## config.mk

```make
export PLATFORM = sky130hd
export DESIGN_NAME = data_mem_master_flat
export DESIGN_NICKNAME = d
export VERILOG_FILES = /design/src/rtl/data_mem_master_if.sv /design/src/rtl/data_mem_master.sv /design/src/flat_wrapper.sv
export SDC_FILE = /design/constraint.sdc
export NUM_CORES = 1
export LEC_CHECK = 0
export ABC_AREA = 0
export BUFFER_PORTS_ARGS = -buffer_cell sky130_fd_sc_hd__clkbuf_2
export CAP_MARGIN = 20
export CORE_AREA = 2 2 105 107
export DETAILED_ROUTE_END_ITERATION = 8
export DIE_AREA = 0 0 107 109
export MAX_ROUTING_LAYER = met4
export PLACE_DENSITY = 0.86
export SLEW_MARGIN = 40
export SYNTH_ARGS = -nofsm -noshare
export SYNTH_HDL_FRONTEND = slang
export SYNTH_SLANG_ARGS = --single-unit
```

## constraint.sdc

```tcl
create_clock -name clock -period 4.35 [get_ports clock]
set_input_delay 0.435 -clock clock [delete_from_list [all_inputs] [get_ports clock]]
set_output_delay 0.435 -clock clock [all_outputs]
set_load 0.05 [all_outputs]
```

## src/rtl/data_mem_master_if.sv

```systemverilog
// data_mem_master_if: request/response channels plus the data_memory bus.
// master = controller side, slave = pipeline + memory side.
interface data_mem_master_if #(
  parameter int ADDR_W = 7
);
  logic              req_valid;
  logic              req_ready;
  logic              req_write;
  logic [1:0]        req_size;
  logic              req_signed;
  logic [31:0]       req_addr;
  logic [31:0]       req_wdata;
  logic              rsp_valid;
  logic              rsp_ready;
  logic [31:0]       rsp_rdata;
  logic              rsp_error;
  logic [ADDR_W-1:0] address;
  logic [31:0]       write_data;
  logic              mem_write;
  logic              mem_read;
  logic [31:0]       data_out;

  modport master (
    input  req_valid, req_write, req_size,
    input  req_signed, req_addr, req_wdata,
    input  rsp_ready, data_out,
    output req_ready, rsp_valid, rsp_rdata,
    output rsp_error, address, write_data,
    output mem_write, mem_read
  );

  modport slave (
    output req_valid, req_write, req_size,
    output req_signed, req_addr, req_wdata,
    output rsp_ready, data_out,
    input  req_ready, rsp_valid, rsp_rdata,
    input  rsp_error, address, write_data,
    input  mem_write, mem_read
  );
endinterface

```

## src/rtl/data_mem_master.sv

```systemverilog
// data_mem_master: sequences byte-addressed loads/stores onto data_memory.
// Define SUBWORD_EN for byte/half accesses (stores via read-modify-write).
module data_mem_master #(
  parameter int ADDR_W       = 7,
  parameter int READ_LATENCY = 1
) (
  input logic               clock,
  input logic               reset_n,
  data_mem_master_if.master bus
);
  typedef enum logic [2:0] {
    IDLE, CHECK, RD, WR, RSP
  } state_t;

  localparam logic [1:0] LAST = 2'(READ_LATENCY);

  state_t            state;
  logic [1:0]        cnt;
  logic              wr;
  logic [1:0]        size;
  logic [31:0]       addr;
  logic [31:0]       wdata;
  logic              err;
  logic              word_st;
  logic [ADDR_W-1:0] waddr;

  assign waddr   = addr[ADDR_W+1:2];
  assign word_st = wr && (size == 2'd2);

  always_comb begin
    err = (size == 2'd3)
       || (size == 2'd1 && addr[0])
       || (size == 2'd2 && addr[1:0] != 2'b00)
       || (addr[31:ADDR_W+2] != '0);
`ifndef SUBWORD_EN
    err = err || (size != 2'd2);
`endif
  end

`ifdef SUBWORD_EN
  logic sgn;

  function automatic logic [31:0] fmt(
    input logic [31:0] w
  );
    logic [7:0]  b;
    logic [15:0] h;
    logic [31:0] r;
    b = 8'(w >> {addr[1:0], 3'b000});
    h = 16'(w >> {addr[1], 4'b0000});
    unique case (size)
      2'd0:    r = {{24{sgn & b[7]}}, b};
      2'd1:    r = {{16{sgn & h[15]}}, h};
      default: r = w;
    endcase
    return r;
  endfunction

  // Only the addressed lane is replaced.
  function automatic logic [31:0] merge(
    input logic [31:0] w
  );
    logic [31:0] m;
    logic [31:0] d;
    if (size == 2'd0) begin
      m = 32'h0000_00ff << {addr[1:0], 3'b000};
      d = {4{wdata[7:0]}};
    end else begin
      m = 32'h0000_ffff << {addr[1], 4'b0000};
      d = {2{wdata[15:0]}};
    end
    return (w & ~m) | (d & m);
  endfunction
`endif

  always_ff @(posedge clock) begin
    if (!reset_n) begin
      state          <= IDLE;
      cnt            <= '0;
      wr             <= 1'b0;
      size           <= '0;
      addr           <= '0;
      wdata          <= '0;
`ifdef SUBWORD_EN
      sgn            <= 1'b0;
`endif
      bus.req_ready  <= 1'b0;
      bus.rsp_valid  <= 1'b0;
      bus.rsp_rdata  <= '0;
      bus.rsp_error  <= 1'b0;
      bus.address    <= '0;
      bus.write_data <= '0;
      bus.mem_write  <= 1'b0;
      bus.mem_read   <= 1'b0;
    end else begin
      unique case (state)
        IDLE: begin
          if (bus.req_valid && bus.req_ready) begin
            wr            <= bus.req_write;
            size          <= bus.req_size;
            addr          <= bus.req_addr;
            wdata         <= bus.req_wdata;
`ifdef SUBWORD_EN
            sgn           <= bus.req_signed;
`endif
            bus.req_ready <= 1'b0;
            state         <= CHECK;
          end else begin
            bus.req_ready <= 1'b1;
          end
        end
        CHECK: begin
          cnt <= '0;
          unique case (1'b1)
            err: begin
              bus.rsp_valid <= 1'b1;
              bus.rsp_error <= 1'b1;
              bus.rsp_rdata <= '0;
              state         <= RSP;
            end
            (!err && word_st): begin
              bus.mem_write  <= 1'b1;
              bus.address    <= waddr;
              bus.write_data <= wdata;
              state          <= WR;
            end
            (!err && !word_st): begin
              bus.mem_read <= 1'b1;
              bus.address  <= waddr;
              state        <= RD;
            end
          endcase
        end
        RD: begin
          if (cnt == LAST) begin
            bus.mem_read <= 1'b0;
`ifdef SUBWORD_EN
            if (wr) begin
              bus.mem_write  <= 1'b1;
              bus.write_data <= merge(bus.data_out);
              state          <= WR;
            end else begin
              bus.rsp_valid <= 1'b1;
              bus.rsp_rdata <= fmt(bus.data_out);
              state         <= RSP;
            end
`else
            bus.rsp_valid <= 1'b1;
            bus.rsp_rdata <= bus.data_out;
            state         <= RSP;
`endif
          end else begin
            cnt <= cnt + 2'd1;
          end
        end
        WR: begin
          bus.mem_write <= 1'b0;
          bus.rsp_valid <= 1'b1;
          bus.rsp_error <= 1'b0;
          bus.rsp_rdata <= '0;
          state         <= RSP;
        end
        RSP: begin
          if (bus.rsp_ready) begin
            bus.rsp_valid <= 1'b0;
            bus.rsp_rdata <= '0;
            bus.rsp_error <= 1'b0;
            bus.req_ready <= 1'b1;
            state         <= IDLE;
          end
        end
        default: state <= IDLE;
      endcase
    end
  end
endmodule

```

## src/flat_wrapper.sv

```systemverilog
// flat-port wrapper written by rule: the top's interface ports become plain ports
module data_mem_master_flat 
#(
  parameter int ADDR_W       = 7,
  parameter int READ_LATENCY = 1
)
  (clock, reset_n, bus_req_valid, bus_req_write, bus_req_size, bus_req_signed, bus_req_addr, bus_req_wdata, bus_rsp_ready, bus_data_out, bus_req_ready, bus_rsp_valid, bus_rsp_rdata, bus_rsp_error, bus_address, bus_write_data, bus_mem_write, bus_mem_read);
  data_mem_master_if #(.ADDR_W(ADDR_W)) bus_i ();
  input logic clock;
  input logic reset_n;
  input wire logic [$bits(bus_i.req_valid)-1:0] bus_req_valid;
  input wire logic [$bits(bus_i.req_write)-1:0] bus_req_write;
  input wire logic [$bits(bus_i.req_size)-1:0] bus_req_size;
  input wire logic [$bits(bus_i.req_signed)-1:0] bus_req_signed;
  input wire logic [$bits(bus_i.req_addr)-1:0] bus_req_addr;
  input wire logic [$bits(bus_i.req_wdata)-1:0] bus_req_wdata;
  input wire logic [$bits(bus_i.rsp_ready)-1:0] bus_rsp_ready;
  input wire logic [$bits(bus_i.data_out)-1:0] bus_data_out;
  output wire logic [$bits(bus_i.req_ready)-1:0] bus_req_ready;
  output wire logic [$bits(bus_i.rsp_valid)-1:0] bus_rsp_valid;
  output wire logic [$bits(bus_i.rsp_rdata)-1:0] bus_rsp_rdata;
  output wire logic [$bits(bus_i.rsp_error)-1:0] bus_rsp_error;
  output wire logic [$bits(bus_i.address)-1:0] bus_address;
  output wire logic [$bits(bus_i.write_data)-1:0] bus_write_data;
  output wire logic [$bits(bus_i.mem_write)-1:0] bus_mem_write;
  output wire logic [$bits(bus_i.mem_read)-1:0] bus_mem_read;
  assign bus_i.req_valid = bus_req_valid;
  assign bus_i.req_write = bus_req_write;
  assign bus_i.req_size = bus_req_size;
  assign bus_i.req_signed = bus_req_signed;
  assign bus_i.req_addr = bus_req_addr;
  assign bus_i.req_wdata = bus_req_wdata;
  assign bus_i.rsp_ready = bus_rsp_ready;
  assign bus_i.data_out = bus_data_out;
  assign bus_req_ready = bus_i.req_ready;
  assign bus_rsp_valid = bus_i.rsp_valid;
  assign bus_rsp_rdata = bus_i.rsp_rdata;
  assign bus_rsp_error = bus_i.rsp_error;
  assign bus_address = bus_i.address;
  assign bus_write_data = bus_i.write_data;
  assign bus_mem_write = bus_i.mem_write;
  assign bus_mem_read = bus_i.mem_read;
  data_mem_master #(.ADDR_W(ADDR_W), .READ_LATENCY(READ_LATENCY)) u_core (.clock(clock), .reset_n(reset_n), .bus(bus_i));
endmodule
```

==> results of run 1 <==
==> worst min-delay path by stage <==
stage | start | to | slack [ns] | depth (start not counted)
after detailed placement | u_core.addr[28] | u_core.addr[28] | 0.44 | 2
after floorplan | u_core.addr[29] | u_core.addr[29] | 0.43 | 2
after CTS | bus_data_out[14] | u_core.bus.rsp_rdata[14] | 0.10 | 3
final | bus_data_out[12] | u_core.bus.rsp_rdata[12] | 0.11 | 3
after global placement | u_core.addr[27] | u_core.addr[27] | 0.44 | 2
after global routing | bus_data_out[25] | u_core.bus.rsp_rdata[25] | 0.12 | 3
==> Yosys cell counts <==
cell type,count
nand2_1,235
dfxtp_1,148
a21oi_1,78
clkbuf_1,45
nand3_1,41
o21ai_0,39
mux2i_1,33
nor2_1,5
nor4_1,5
nor3_1,4
buf_1,3
buf_8,3
a22oi_1,2
inv_1,2
nand2b_1,2
nand3b_1,2
nor2b_1,2
o211a_1,2
or3_1,2
or4_4,2
a21o_1,1
a31oi_1,1
and4_1,1
buf_2,1
ha_1,1
inv_2,1
nand4_1,1
nor3_4,1
nor3b_1,1
nor4b_1,1
nor4b_2,1
o21ai_1,1
o21bai_1,1
o221a_2,1
o311a_1,1
o31a_1,1
o31ai_1,1
o41ai_1,1
or4b_1,1
==> worst reg2reg max path, delay by kind of cell, from the launching register on <==
kind,cells,cell delay [ns]
buffers and inverters,1,0.51
flip-flops,1,0.68
multiplexers,1,0.30
AND/OR/NAND/NOR,3,1.10
==> cell type report <==
| class | count | area [um^2] |
|---|---|---|
| multi-input combinational | 471 | 2370 |
| timing repair buffer | 187 | 958 |
| clock inverter | 14 | 174 |
| fill | 942 | 3540 |
| tap | 140 | 175 |
| inverter | 3 | 11.3 |
| clock buffer | 17 | 414 |
| sequential | 148 | 2960 |
==> state kept, by name (all words and copies together) (netlist names) <==
signal and flops:
u_core.size 2, u_core.bus.rsp_error 1, u_core.bus.rsp_rdata 32, u_core.wr 1
u_core.addr 32, u_core.state 3, u_core.bus.req_ready 1, u_core.bus.mem_read 1
u_core.cnt 2, u_core.bus.mem_write 1, u_core.bus.address 7, u_core.bus.write_data 32
u_core.bus.rsp_valid 1, u_core.wdata 32
==> routing by layer <==
| metal | routed length (um) | vias up |
|---|---|---|
| met3 | 643 | 18 |
| li1 | - | 2560 |
| met5 | 0 | - |
| met4 | 227 | 0 |
| met1 | 5590 | 2220 |
| met2 | 6590 | 137 |
==> power breakdown <==
group / total (W) / switching (W) / leakage [nW] / internal, W
logic: 0.000193 / 0.000118 / 1.39 / 0.0000744
registers: 0.00141 / 0.0000191 / 1.20 / 0.00139
clock network: 0.00145 / 0.000569 / 0.290 / 0.000878
total: 0.00305 / 0.000706 / 2.88 / 0.00234
==> stage by stage <==
step / cells / utilization [%]
floorplan: 674 / -
global placement: 949 / 61.1
detailed placement: 949 / 61.1
CTS: 980 / 66.6
global route: 980 / 66.6
finish: 980 / 66.6
==> cell usage in the layout (no fill, tap or decap), types with 2 or more instances in the layout <==
master	Yosys	final
a21oi_1	78	77
a22oi_1	2	2
buf_4	0	9
bufinv_16	0	3
clkbuf_16	0	16
clkbuf_2	0	178
clkinv_2	0	3
clkinv_4	0	2
dfxtp_1	148	148
inv_1	2	2
inv_6	0	5
mux2i_1	33	33
nand2_1	235	235
nand2b_1	2	2
nand3_1	41	41
nand3b_1	2	2
nor2_1	5	5
nor2b_1	2	2
nor3_1	4	3
nor4_1	5	4
o211a_1	2	2
o21ai_0	39	39
or4_4	2	2
==> cells by family after synthesis <==
family                     Yosys count  synth area share (%)
AOI/OAI and AO/OA                  130                  12.5
buffers and inverters               55                  4.35
and+or+nand+nor                    307                  23.5
muxes                               33                  5.96
DFF                                148                  53.4
adders and majority gates            1                 0.226
==> flow_metrics.env, run 1 <==
export IMPL_status="finished clean"
export IMPL_rows=38
export IMPL_drt_iter0_drc=311
export IMPL_endpoint_kind="register"
export IMPL_worst_slew_pin_slew_ns=0.777
export IMPL_grt_pass1_vias=4454
export IMPL_grt_use_total_pct=22.7
export IMPL_p_leak_nw=2.88
export IMPL_cp_depth=5
export IMPL_cellPowerDensity_nw_per_um2=432
export IMPL_pin_count=180
export IMPL_post_place_ws_ns=1.69
export IMPL_busiest_layer="met2"
export IMPL_portBuffers=178
export IMPL_drc=0
export IMPL_use_met3_pct=4.48
export IMPL_syn_area_um2=5550
export IMPL_hpwl_mm=8.58
export IMPL_startpoint="u_core.state[0]"
export IMPL_grt_first_pass_wirelength_mm=20.5
export IMPL_antenna_cells=0
export IMPL_setup_viol=0
export IMPL_cp_slowest_cell="dfxtp_1"
export IMPL_rsz0062_at_grt="false"
export IMPL_htreeDepth=4
export IMPL_cp_arrival_ns=3.10
export IMPL_reg2reg_slack_ns=1.70
export IMPL_place_area_um2=6470
export IMPL_finalHoldViolCount=0
export IMPL_dieWidth_um=107
export IMPL_drt_wl_total_mm=13.0
export IMPL_ff2ff_path_depth=5
export IMPL_drive_gt1_share_pct=27.4
export IMPL_gr_total_overflow=0
export IMPL_r2r_start="u_core.state[0]"
export IMPL_power_total_w=0.00305
export IMPL_crit_path_cell_trace="nor3b_1, or4b_1, nor3_4, buf_4, mux2i_1"
export IMPL_area_delta_synth_final_pct=27.4
export IMPL_yosysTopAreaCell="dfxtp_1"
export IMPL_cts_sinks=148
export IMPL_synth_cell_types=39
export IMPL_fin_crit_ns=2.65
export IMPL_report_final_slew_viol_count=0
export IMPL_cts_resized=0
export IMPL_vias_per_cell=5.04
export IMPL_grt_max_degree=76
export IMPL_syn_num_nets=779
export IMPL_post_cts_buffers=0
export IMPL_antenna_found_initial=0
export IMPL_ys_ff_latch=148
export IMPL_netlist_area_leader_share_pct=53.4
export IMPL_crit_path_max_fanout=34
export IMPL_cts_buffers=17
export IMPL_post_drt_wl_per_cell_um=13.3
export IMPL_cp_start_kind="register"
export IMPL_final_area_um2=7060
export IMPL_cp_num_buf_inv=1
export IMPL_tns_ns=0
export IMPL_seq_area_frac_synth_pct=53.4
export IMPL_slowest_delay_ns=0.68
export IMPL_min_period_over_period_pct=61.0
export IMPL_grtUsageMet1_pct=27.1
export IMPL_setup_ws_ns=1.70
export IMPL_r2r_end="u_core.bus.write_data[14]"
export IMPL_cp_top_family="simple AND/OR/NAND/NOR gates"
export IMPL_vias=4935
export IMPL_cts_hold_fix_buffers=0
export IMPL_path_class="register to register"
export IMPL_die_h_um=109
export IMPL_core_area_um2=10600
export IMPL_clk_path_buf_depth=2
export IMPL_hold_ws_ns=0.111
export IMPL_synthCells=674
export IMPL_initial_utilization_pct=52.3
export IMPL_root_buffer="clkbuf_8"
export IMPL_final_nets=933
export IMPL_endpoint="u_core.bus.write_data[14]"
export IMPL_clock_skew_ns=0.0127
export IMPL_firstDrtPassIters=5
export IMPL_synthTopCellsByArea="dfxtp_1 53%, nand2_1 16%, a21oi_1 7.0%"
export IMPL_gp_congestion=0.807
export IMPL_worstHoldPathType="input pin to register"
export IMPL_met2_usage_pct=38.3
export IMPL_clkSlewWorstSetupHoldPaths_ns=0.07
export IMPL_clock_fmax_ghz=0.377
export IMPL_max_slew_margin_pct=48.1
export IMPL_drv_cap=0
export IMPL_postSynthAreaPerCell_um2=8.23
export IMPL_detail_route_antenna_nets=0
export IMPL_vdd_drop_max_mv=0.346
export IMPL_cp_required_ns=4.79
export IMPL_cts_tree="yes"
export IMPL_worstSkewPairLatency_ns=0.52
export IMPL_yosysWarnings=0
export IMPL_fp_dieArea_um2=11700
Power figures use the tool's default switching activity.
==> inputs of run 2 (changes only) <==
--- a/config.mk
+++ b/config.mk
@@ -5,14 +5,14 @@
 export SDC_FILE = /design/constraint.sdc
 export NUM_CORES = 1
 export LEC_CHECK = 0
-export ABC_AREA = 0
+export ABC_AREA = 1
 export BUFFER_PORTS_ARGS = -buffer_cell sky130_fd_sc_hd__clkbuf_2
 export CAP_MARGIN = 20
-export CORE_AREA = 2 2 105 107
+export CORE_AREA = 2 2 120 122
 export DETAILED_ROUTE_END_ITERATION = 8
-export DIE_AREA = 0 0 107 109
+export DIE_AREA = 0 0 122 124
 export MAX_ROUTING_LAYER = met4
-export PLACE_DENSITY = 0.86
+export PLACE_DENSITY = 0.78
 export SLEW_MARGIN = 40
 export SYNTH_ARGS = -nofsm -noshare
 export SYNTH_HDL_FRONTEND = slang
==> constraint.sdc (replaced) <==
create_clock -name clock -period 2.2 [get_ports clock]
set_input_delay 0.22 -clock clock [delete_from_list [all_inputs] [get_ports clock]]
set_output_delay 0.22 -clock clock [all_outputs]
set_load 0.05 [all_outputs]
==> flow_metrics.env, run 2 <==
export IMPL_status="finished clean"
export IMPL_syn_num_nets=1045
export IMPL_yosys_top_cells_count="215 x nand2_1, 200 x inv_1, 148 x dfxtp_1, 122 x nor2_1, 74 x a21oi_1"
export IMPL_worst_slew_pin_slew_ns=0.505
export IMPL_clkSlewWorstSetupHoldPaths_ns=0.06
export IMPL_worstHoldPathCells=3
export IMPL_htreeDepth=4
export IMPL_swShare_pct=38.0
export IMPL_crit_path_max_fanout=45
export IMPL_fp_dieArea_um2=15100
export IMPL_drc=0
export IMPL_synth_edf_count=0
export IMPL_grt_use_total_pct=20.7
export IMPL_seq_power_share_pct=35.8
export IMPL_power_total_w=0.00944
export IMPL_synth_cell_types=27
export IMPL_rows=43
export IMPL_dieWidth_um=122
export IMPL_final_area_um2=7970
export IMPL_detail_route_antenna_nets=0
export IMPL_p_leak_nw=3.97
export IMPL_cts_buffers=17
export IMPL_cp_required_ns=2.51
export IMPL_post_cts_buffers=0
export IMPL_finalNonFillerCells=1297
export IMPL_vias=5807
export IMPL_drt_iter0_drc=238
export IMPL_clk_path_buf_depth=2
export IMPL_grt_pass1_vias=5307
export IMPL_clkPwrFrac_pct=30.5
export IMPL_worstHoldStart="bus_req_addr[8]"
export IMPL_core_area_um2=13700
export IMPL_die_h_um=124
export IMPL_cts_resized=0
export IMPL_clock_fmax_ghz=0.521
export IMPL_ys_ff_latch=148
export IMPL_async_flop_share_pct=0
export IMPL_syn_area_um2=6350
export IMPL_endpoint_kind="register"
export IMPL_yosysWarnings=0
export IMPL_place_area_um2=7370
export IMPL_area_delta_synth_final_pct=25.4
export IMPL_r2r_end="u_core.bus.rsp_rdata[7]"
export IMPL_p_switching_w=0.00359
export IMPL_r2r_start="u_core.state[1]"
export IMPL_reg2reg_slack_ns=0.28
export IMPL_cts_tree="yes"
export IMPL_min_period_over_period_pct=87.2
export IMPL_yosys_most_used_dff="dfxtp_1"
export IMPL_layout_commonest_cell="nand2_1"
export IMPL_report_final_slew_viol_count=0
export IMPL_rsz0062_at_grt="false"
export IMPL_hold_end="u_core.addr[8]"
export IMPL_finalHoldViolCount=0
export IMPL_gr_total_overflow=0
export IMPL_grt_max_degree=84
export IMPL_vias_per_cell=4.48
export IMPL_cp_arrival_ns=2.23
export IMPL_synthTopCellsByArea="dfxtp_1 47%, nand2_1 13%, inv_1 12%"
export IMPL_seq_area_frac_synth_pct=46.6
export IMPL_synthCells=940
export IMPL_pin_count=180
export IMPL_cp_start_kind="register"
export IMPL_drv_cap=0
export IMPL_cts_sinks=148
export IMPL_clock_skew_ns=0.00657
export IMPL_antenna_found_initial=3
export IMPL_tns_ns=0
export IMPL_p_int_w=0.00585
export IMPL_final_nets=1206
export IMPL_portBuffers=178
export IMPL_ff2ff_path_depth=8
export IMPL_root_buffer="clkbuf_16"
export IMPL_worstHoldPathType="input pin to register"
export IMPL_cellPowerDensity_nw_per_um2=1180
export IMPL_comb_power_share_pct=33.7
export IMPL_path_class="register to register"
export IMPL_post_drt_wl_per_cell_um=11.3
export IMPL_grt_first_pass_wirelength_mm=23.8
export IMPL_gp_congestion=0.816
export IMPL_firstDrtPassIters=4
export IMPL_postSynthAreaPerCell_um2=6.76
export IMPL_hpwl_mm=10.1
export IMPL_setup_viol=0
export IMPL_max_slew_margin_pct=66.3
export IMPL_drive_gt1_share_pct=21.4
export IMPL_drt_wl_total_mm=14.6
export IMPL_dp_cells=1262
export IMPL_netlist_area_leader_share_pct=46.6
export IMPL_worstSkewPairLatency_ns=0.42
export IMPL_cts_hold_fix_buffers=0
export IMPL_yosysTopAreaCell="dfxtp_1"
export IMPL_vdd_drop_max_mv=0.614
export IMPL_mostFrequentLayoutCells="214 x nand2_1, 200 x inv_1, 177 x clkbuf_2"
export IMPL_yosysMostFrequentCell="nand2_1"
export IMPL_initial_utilization_pct=46.3
export IMPL_fin_crit_ns=1.92
[run 2: changes by cell type after synthesis, moves of 4 or more]
cell	delta
inv_1	+198
clkbuf_1	-23
nand2_1	-20
mux2i_1	-33
a21oi_1	-4
buf_2	+13
nor2_1	+117
buf_6	+7
nor4_1	-5
nand3_1	-28
nand4_1	+22
inv_2	+5
o21ai_0	+31
[run 2: critical path, stage by stage (launching register included)]
cell	delay (ns)
dfxtp_1	0.48
inv_2	0.06
nor2_2	0.17
nand2_4	0.07
buf_4	0.20
nand3_2	0.12
nand3_4	0.39
nor2_1	0.24
nor2_1	0.06
[run 2: power by group through the flow]
stage | Clock [W] | Sequential, W | Combinational (W)
global placement | 0 | 0.00341 | 0.00314
detailed placement | 0 | 0.00343 | 0.00320
finish | 0.00288 | 0.00338 | 0.00319
floorplan | 0 | 0.00403 | 0.00196
CTS | 0.00295 | 0.00338 | 0.00321
global route | 0.00309 | 0.00343 | 0.00360
[run 2: how the worst max path moves through the flow]
stage	from	to	slack, ns	depth (start not counted)
6_report	u_core.state[1]	u_core.bus.rsp_rdata[7]	0.28	8
5_1_grt	u_core.state[1]	u_core.bus.rsp_rdata[7]	0.06	8
4_1_cts	u_core.state[1]	u_core.bus.rsp_rdata[24]	0.26	8
3_5_place_dp	u_core.state[1]	u_core.bus.rsp_rdata[24]	0.27	8
3_3_place_gp	u_core.state[1]	u_core.bus.rsp_rdata[23]	0.34	8
2_1_floorplan	u_core.bus.req_ready	u_core.wdata[13]	0.63	6
[run 2: layout make-up]
cell class	count	area, um^2
inverter	208	781
fill	1360	5750
antenna	3	7.51
multi-input combinational	536	2370
clock buffer	20	447
timing repair buffer	190	1030
tap	180	225
clock inverter	12	146
sequential	148	2960
[run 2: cells by family after synthesis]
| kind of cell | Yosys count | share of synthesized area, % |
|---|---|---|
| buffers and inverters | 256 | 16.2 |
| and+or+nand+nor | 388 | 25.3 |
| AOI/OAI and AO/OA | 147 | 11.7 |
| DFF | 148 | 46.6 |
| adders and majority gates | 1 | 0.197 |
[run 2: through the flow]
stage	util [%]	hold slack, ns	setup WS [ns]
floorplan	-	0.385	0.628
global placement	53.7	0.433	0.335
detailed placement	53.7	0.438	0.268
CTS	58.0	0.0312	0.255
global route	58.1	0.0402	0.0570
finish	58.1	0.0535	0.281
[run 2: layer usage]
metal / part of all wire, % / track usage [%]
met5: 0 / -
met2: 49 / 34.1
met3: 5.3 / 6.64
met4: 2.9 / 9.70
met1: 43 / 22.8
